<file path="src/rtl/sp_mul_stream.sv">
// sp_mul_stream: valid/ready stream wrapper around the platform multiplier.
//
// Accepts operand pairs on an input stream and runs one multiply at a time
// through an internal sp_mul_plat. It rounds the product half-up, removes
// FRAC fractional bits and returns the result on an output stream.
//
// Optional build macro: SP_MUL_STREAM_SIGNED_EN
//   When defined, operands are two's complement and rounding is half away
//   from zero. When undefined, all values are unsigned.
//
// sp_mul_plat ports:
//   clk, rst_n       clock, asynchronous active-low reset
//   start_in         one-cycle start pulse; operands sampled with it
//   a_in, b_in       WIDTH-bit unsigned operands
//   ready_out        low from the cycle after start_in until p_out is valid
//   p_out            product; holds until the next start_in
//
// sp_mul_stream ports:
//   clk, rst_n       clock, asynchronous active-low reset
//   a_in, b_in       WIDTH-bit operands
//   in_valid         operand pair valid
//   in_ready         pair accepted this cycle (combinational)
//   c_out            OUTPUT_WIDTH-bit result, stable while out_valid is high
//   out_valid        result valid
//   out_ready        consumer takes the result

// Shift-add multiplier: consumes SHIFT bits of b per cycle.
// Latency from start_in to ready_out is ceil(WIDTH/SHIFT)+1 cycles.
module sp_mul_plat #(
  parameter int unsigned WIDTH        = 24,
  parameter int unsigned SHIFT        = 1,
  parameter int unsigned OUTPUT_WIDTH = 2 * WIDTH
) (
  input  logic                    clk,
  input  logic                    rst_n,
  input  logic                    start_in,
  input  logic [WIDTH-1:0]        a_in,
  input  logic [WIDTH-1:0]        b_in,
  output logic                    ready_out,
  output logic [OUTPUT_WIDTH-1:0] p_out
);

  localparam int unsigned PW    = 2 * WIDTH;
  localparam int unsigned STEPS = (WIDTH + SHIFT - 1) / SHIFT;
  localparam int unsigned CNT_W = $clog2(STEPS + 1);

  logic             r_busy;
  logic             r_ready;
  logic [CNT_W-1:0] r_cnt;
  logic [PW-1:0]    r_a_sh;
  logic [WIDTH-1:0] r_b;
  logic [PW-1:0]    r_acc;
  logic [PW-1:0]    w_partial;

  assign w_partial = PW'(r_a_sh * PW'(r_b[SHIFT-1:0]));

  // One partial product accumulated per busy cycle.
  always_ff @(posedge clk or negedge rst_n) begin
    if (!rst_n) begin
      r_busy  <= 1'b0;
      r_ready <= 1'b1;
      r_cnt   <= '0;
      r_a_sh  <= '0;
      r_b     <= '0;
      r_acc   <= '0;
    end else if (start_in) begin
      r_busy  <= 1'b1;
      r_ready <= 1'b0;
      r_cnt   <= '0;
      r_a_sh  <= PW'(a_in);
      r_b     <= b_in;
      r_acc   <= '0;
    end else if (r_busy) begin
      r_acc  <= r_acc + w_partial;
      r_a_sh <= r_a_sh << SHIFT;
      r_b    <= r_b >> SHIFT;
      r_cnt  <= r_cnt + CNT_W'(1);
      if (r_cnt == CNT_W'(STEPS - 1)) begin
        r_busy  <= 1'b0;
        r_ready <= 1'b1;
      end
    end
  end

  assign ready_out = r_ready;
  assign p_out     = OUTPUT_WIDTH'(r_acc);

endmodule

module sp_mul_stream #(
  parameter int unsigned WIDTH        = 24,
  parameter int unsigned SHIFT        = 1,
  parameter int unsigned FRAC         = 0,
  parameter int unsigned OUTPUT_WIDTH = WIDTH * 2
) (
  input  logic                    clk,
  input  logic                    rst_n,
  input  logic [WIDTH-1:0]        a_in,
  input  logic [WIDTH-1:0]        b_in,
  input  logic                    in_valid,
  output logic                    in_ready,
  output logic [OUTPUT_WIDTH-1:0] c_out,
  output logic                    out_valid,
  input  logic                    out_ready
);

  localparam int unsigned PW     = 2 * WIDTH;
  localparam int unsigned SUM_W  = PW + 1;
  localparam int unsigned EXT_W  = (OUTPUT_WIDTH > SUM_W) ? OUTPUT_WIDTH : SUM_W;
  localparam int unsigned RND_SH = (FRAC > 0) ? (FRAC - 1) : 0;
  localparam logic [SUM_W-1:0] RND = (FRAC > 0) ? (SUM_W'(1) << RND_SH) : '0;

  typedef enum logic [1:0] {
    S_IDLE  = 2'd0,
    S_START = 2'd1,
    S_WAIT  = 2'd2,
    S_HOLD  = 2'd3
  } state_t;

  state_t                  r_state;
  state_t                  w_state_nxt;
  logic [WIDTH-1:0]        r_a;
  logic [WIDTH-1:0]        r_b;
  logic                    r_start;
  logic                    r_first;
  logic                    r_out_valid;
  logic [OUTPUT_WIDTH-1:0] r_c;

  logic                    w_load;
  logic                    w_cap;
  logic                    w_start_nxt;
  logic                    w_first_nxt;
  logic                    w_valid_nxt;

  logic [WIDTH-1:0]        w_a_mag;
  logic [WIDTH-1:0]        w_b_mag;
  logic                    w_plat_ready;
  logic [PW-1:0]           w_p;
  logic [SUM_W-1:0]        w_sum;
  logic [SUM_W-1:0]        w_r;
  logic [EXT_W-1:0]        w_r_ext;
  logic [EXT_W-1:0]        w_res;

`ifdef SP_MUL_STREAM_SIGNED_EN
  logic r_sign;
  logic w_sign_in;

  // Magnitudes fit WIDTH unsigned bits, including -2^(WIDTH-1).
  assign w_a_mag   = a_in[WIDTH-1] ? (-a_in) : a_in;
  assign w_b_mag   = b_in[WIDTH-1] ? (-b_in) : b_in;
  assign w_sign_in = a_in[WIDTH-1] ^ b_in[WIDTH-1];

  always_ff @(posedge clk or negedge rst_n) begin
    if (!rst_n) begin
      r_sign <= 1'b0;
    end else if (w_load) begin
      r_sign <= w_sign_in;
    end
  end
`else
  assign w_a_mag = a_in;
  assign w_b_mag = b_in;
`endif

  sp_mul_plat #(
    .WIDTH       (WIDTH),
    .SHIFT       (SHIFT),
    .OUTPUT_WIDTH(PW)
  ) u_plat (
    .clk      (clk),
    .rst_n    (rst_n),
    .start_in (r_start),
    .a_in     (r_a),
    .b_in     (r_b),
    .ready_out(w_plat_ready),
    .p_out    (w_p)
  );

  // Round half-up on the magnitude, then drop FRAC bits.
  assign w_sum   = SUM_W'(w_p) + RND;
  assign w_r     = w_sum >> FRAC;
  assign w_r_ext = EXT_W'(w_r);

`ifdef SP_MUL_STREAM_SIGNED_EN
  assign w_res = r_sign ? (-w_r_ext) : w_r_ext;
`else
  assign w_res = w_r_ext;
`endif

  // Next-state, handshake and register-enable decode.
  always_comb begin
    w_state_nxt = r_state;
    w_load      = 1'b0;
    w_cap       = 1'b0;
    w_start_nxt = 1'b0;
    w_first_nxt = 1'b0;
    w_valid_nxt = r_out_valid;
    in_ready    = 1'b0;
    case (r_state)
      S_IDLE: begin
        in_ready = 1'b1;
        if (in_valid) begin
          w_load      = 1'b1;
          w_start_nxt = 1'b1;
          w_state_nxt = S_START;
        end
      end
      S_START: begin
        w_first_nxt = 1'b1;
        w_state_nxt = S_WAIT;
      end
      S_WAIT: begin
        // ready_out may still be stale in the first wait cycle.
        if (!r_first && w_plat_ready) begin
          w_cap       = 1'b1;
          w_valid_nxt = 1'b1;
          w_state_nxt = S_HOLD;
        end
      end
      S_HOLD: begin
        in_ready = out_ready;
        if (out_ready) begin
          w_valid_nxt = 1'b0;
          if (in_valid) begin
            w_load      = 1'b1;
            w_start_nxt = 1'b1;
            w_state_nxt = S_START;
          end else begin
            w_state_nxt = S_IDLE;
          end
        end
      end
      default: begin
        w_state_nxt = S_IDLE;
      end
    endcase
  end

  // State and datapath registers.
  always_ff @(posedge clk or negedge rst_n) begin
    if (!rst_n) begin
      r_state     <= S_IDLE;
      r_start     <= 1'b0;
      r_first     <= 1'b0;
      r_out_valid <= 1'b0;
      r_a         <= '0;
      r_b         <= '0;
      r_c         <= '0;
    end else begin
      r_state     <= w_state_nxt;
      r_start     <= w_start_nxt;
      r_first     <= w_first_nxt;
      r_out_valid <= w_valid_nxt;
      if (w_load) begin
        r_a <= w_a_mag;
        r_b <= w_b_mag;
      end
      if (w_cap) begin
        r_c <= OUTPUT_WIDTH'(w_res);
      end
    end
  end

  assign out_valid = r_out_valid;
  assign c_out     = r_c;

endmodule

</file>
<file path="config.mk">
export PLATFORM = sky130hd
export DESIGN_NAME = sp_mul_stream
export DESIGN_NICKNAME = d
export VERILOG_FILES = /design/src/rtl/sp_mul_stream.sv
export SDC_FILE = /design/constraint.sdc
export NUM_CORES = 1
export LEC_CHECK = 0
export ABC_AREA = 1
export CORE_AREA = 2 2 178 145
export CTS_CLUSTER_DIAMETER = 60
export DETAILED_ROUTE_END_ITERATION = 16
export DIE_AREA = 0 0 180 147
export DONT_BUFFER_PORTS = 1
export PLACE_DENSITY = 0.71
export SETUP_SLACK_MARGIN = 0.05
export SYNTH_ARGS = -nofsm -noshare
export SYNTH_HDL_FRONTEND = slang
export SYNTH_SLANG_ARGS = --single-unit
export TNS_END_PERCENT = 1
</file>
<file path="constraint.sdc">
create_clock -name clk -period 3 [get_ports clk]
set_input_delay 0.6 -clock clk [delete_from_list [all_inputs] [get_ports clk]]
set_output_delay 0.6 -clock clk [all_outputs]
set_load 0.05 [all_outputs]
</file>
==> run metrics <==
worst-skew pair later-pin latency=0.54 ns; reg2reg start=u_plat.r_b[0]$_DFFE_PN0P_; CP cell instances=buf_4 -> nand2_1 -> inv_1 -> ha_1 -> nand2_1 -> nor2_1 -> nand2_1 -> nor2_1 -> nand3_1 -> nand3_1 -> nand2_1 -> nand3_1 -> nand2_1; status=finished with violations; initial core utilization=54.06%; Crit path arrival time=~3.0 ns; post-DP HPWL=about 26,000 microns; sequential share of the synthesized area=42.58%; number of max-cap violations=0; I/O pin count=approximately 100; R2R Setup Slk=between 0.4 and 0.5 ns; final wirelength=between 30,000 and 40,000 microns; cells after synthesis=~1,900; clock skew=~0.014 ns; CTS Buf Count=25; Worst VDD drop=~390 uV; most frequent cell after synthesis=nand2_1; chip height=between 100 and 150 microns; critical path fanouts, max=29; Hold WS=-0.2415 ns; Synth async-reset ratio=100.0%; area grow syn2layout=8.272%; row count=52; Via-to-Cell Ratio=around 5.2; pin count of the biggest net entering global routing=roughly 230; Syn Area/Cell=approximately 7 sq um; Setup violations, final=0; final slew viol count=0; clock buffer depth=3; delay of the slowest critical-path stage=a little over 0.4 ns; global route overflow=0; routed len/inst=around 16 microns; CP Launch Type=register; Setup CP Type=reg2reg; core area=24,790 sq um; CTS resizes=0; Util after Layout=58.54%; initial antenna violation count=0; clk slew on worst S/H paths=about 0.060 ns; crit end category=register; ys flop type=dfrtp_1; cell taking the most area after synthesis=dfrtp_1; synthesized area=around 13,000 sq um; post-route minimum period=between 2 and 3 ns; DRT Pass-1 Iters=5; CTS tree=yes; post-synth top area share=42.39%; Distinct cells, synth=41; nets@finish=between 2,000 and 2,500; most numerous cell on the critical path=nand2_1; Ys Warns=0; Max Fclk=approximately 390 MHz; Tightest Pin Transition=between 0.7 and 0.8 ns; Post-CTS Setup Bufs=0; clk root buf=clkbuf_16; RSZ-0062 raised after global routing=false; CTS Sinks=roughly 230; Worst path slowest cell=ha_1; Worst slew margin=between 50 and 60%; P_leak=between 8 and 9 nW; post-synth net total=slightly above 2,000; GPL Wtd Cong=between 0.9 and 1; H-tree depth=1; setup_tns=0 ns; drt drc=0; DRT antenna net count=0; Register-to-Register Path Depth=13; number of global-route vias before repair=approximately 11,000; final hold vios=approximately 230; synth top area cells=dfrtp_1 42%, nand2_1 23%, inv_1 9.0%; DIE AREA=26,460 sq um; first-pass GRT wire length=around 58,000 microns; DR iter-0 viols=between 800 and 900; Layout fillers=2,410; Final Cycle Share=roughly 86%; Commonest cells post-synth=821 x nand2_1, 323 x inv_1, 227 x dfrtp_1; layout cell share with drive strength beyond 1=~6.4%; routed via count=approximately 12,000; Port Buf Inserts=0; gr usage total=between 20% and 30%; CP Data Required Time=about 3.4 ns; failing checks=negative hold slack; reg2reg end=u_plat.p_out[42]$_DFFE_PN0P_; Post-synth EDFFs=0; ant diodes=0; worst min path class=in2async; P per Cell Area=between 400 and 500 nW/um^2; FF+latch count, synth=roughly 230; Die X=between 150 and 200 microns
==> critical path, delay by kind of cell, from the launching register on <==
kind                       cells  cell delay [ns]
DFF                            1             0.39
and+or+nand+nor               10             1.32
buffers and inverters          2             0.33
adders and majority gates      1             0.41
==> final cells by class <==
| class | instances | area (sq um) | area share (%) |
|---|---|---|---|
| flip-flops and latches | 228 | 5708 | 39.34 |
| inverters | 332 | 1246 | 8.588 |
| repair buffers | 14 | 105.1 | 0.7243 |
| well taps | 324 | 405.4 | 2.794 |
| multi-input cells | 1302 | 6203 | 42.75 |
| clock buffers | 34 | 719.4 | 4.958 |
| clock inverters | 12 | 122.6 | 0.8450 |
==> logic make-up after synthesis <==
group / synth area share [%]
adders and majority gates: 5.098
buffers and inverters: 11.20
DFF: 42.58
and+or+nand+nor: 32.83
xor gates and xnor gates: 1.372
AOI/OAI and AO/OA: 6.918
==> registers in the layout (all words and copies together), names as in the netlist <==
register,count
c_out,48
out_valid,1
r_a,24
r_b,24
r_first,1
r_start,1
r_state,2
u_plat.p_out,48
u_plat.r_a_sh,48
u_plat.r_b,24
u_plat.r_busy,1
u_plat.r_cnt,5
u_plat.ready_out,1
==> cells in the final DEF (no fill, tap or decap), drive strengths merged, types with 6 or more instances in the layout <==
cell type / count
clkinv: 7
clkbuf: 34
xnor2: 19
nand3: 114
nor3: 6
dfrtp: 227
ha: 53
a21oi: 38
nand2: 837
buf: 14
o21ai: 52
nand4: 10
nor2: 92
a22oi: 24
o22ai: 38
inv: 333
==> report_power, final <==
group | internal [W] | switching (W) | total (W)
clock network | 0.00179 | 0.00133 | 0.00312
registers | 0.00307 | 0 | 0.00307
logic | 0.000000273 | 0.000000831 | 0.00000111
total | 0.00486 | 0.00133 | 0.00619
==> stage by stage <==
stage	instances	area (sq um)	power [W]	hold WS [ns]	worst slack [ns]
6_report	2246	14510	0.006192	-0.2415	0.4244
5_1_grt	2246	14510	0.006385	-0.2646	0.2255
4_1_cts	2246	14510	0.006264	-0.2623	0.4437
3_5_place_dp	2200	13670	0.003132	0.3132	0.4884
3_3_place_gp	2200	13670	0.003132	0.3125	0.4589
2_1_floorplan	1920	13400	0.003133	0.3044	0.7672
==> how the worst max path moves through the flow <==
stage	start	cells after the start	slack, ns	endpoint
after floorplan	u_plat.r_b[0]$_DFFE_PN0P_	15	0.77	u_plat.p_out[43]$_DFFE_PN0P_
after global routing	u_plat.r_b[0]$_DFFE_PN0P_	13	0.23	u_plat.p_out[42]$_DFFE_PN0P_
after CTS	u_plat.r_b[0]$_DFFE_PN0P_	15	0.44	u_plat.p_out[38]$_DFFE_PN0P_
final	u_plat.r_b[0]$_DFFE_PN0P_	13	0.42	u_plat.p_out[42]$_DFFE_PN0P_
after global placement	u_plat.r_b[0]$_DFFE_PN0P_	15	0.46	u_plat.p_out[38]$_DFFE_PN0P_
after detailed placement	u_plat.r_b[0]$_DFFE_PN0P_	15	0.49	u_plat.p_out[38]$_DFFE_PN0P_
==> routing by layer <==
layer,wire length [microns],up-vias,track usage [%]
li1,-,5841,-
met3,2639,38,3.421
met4,597,0,5.163
met2,14660,335,39.85
met1,17840,5419,43.94
met5,0,-,0
Note: power is estimated with default switching activity, not from simulation.
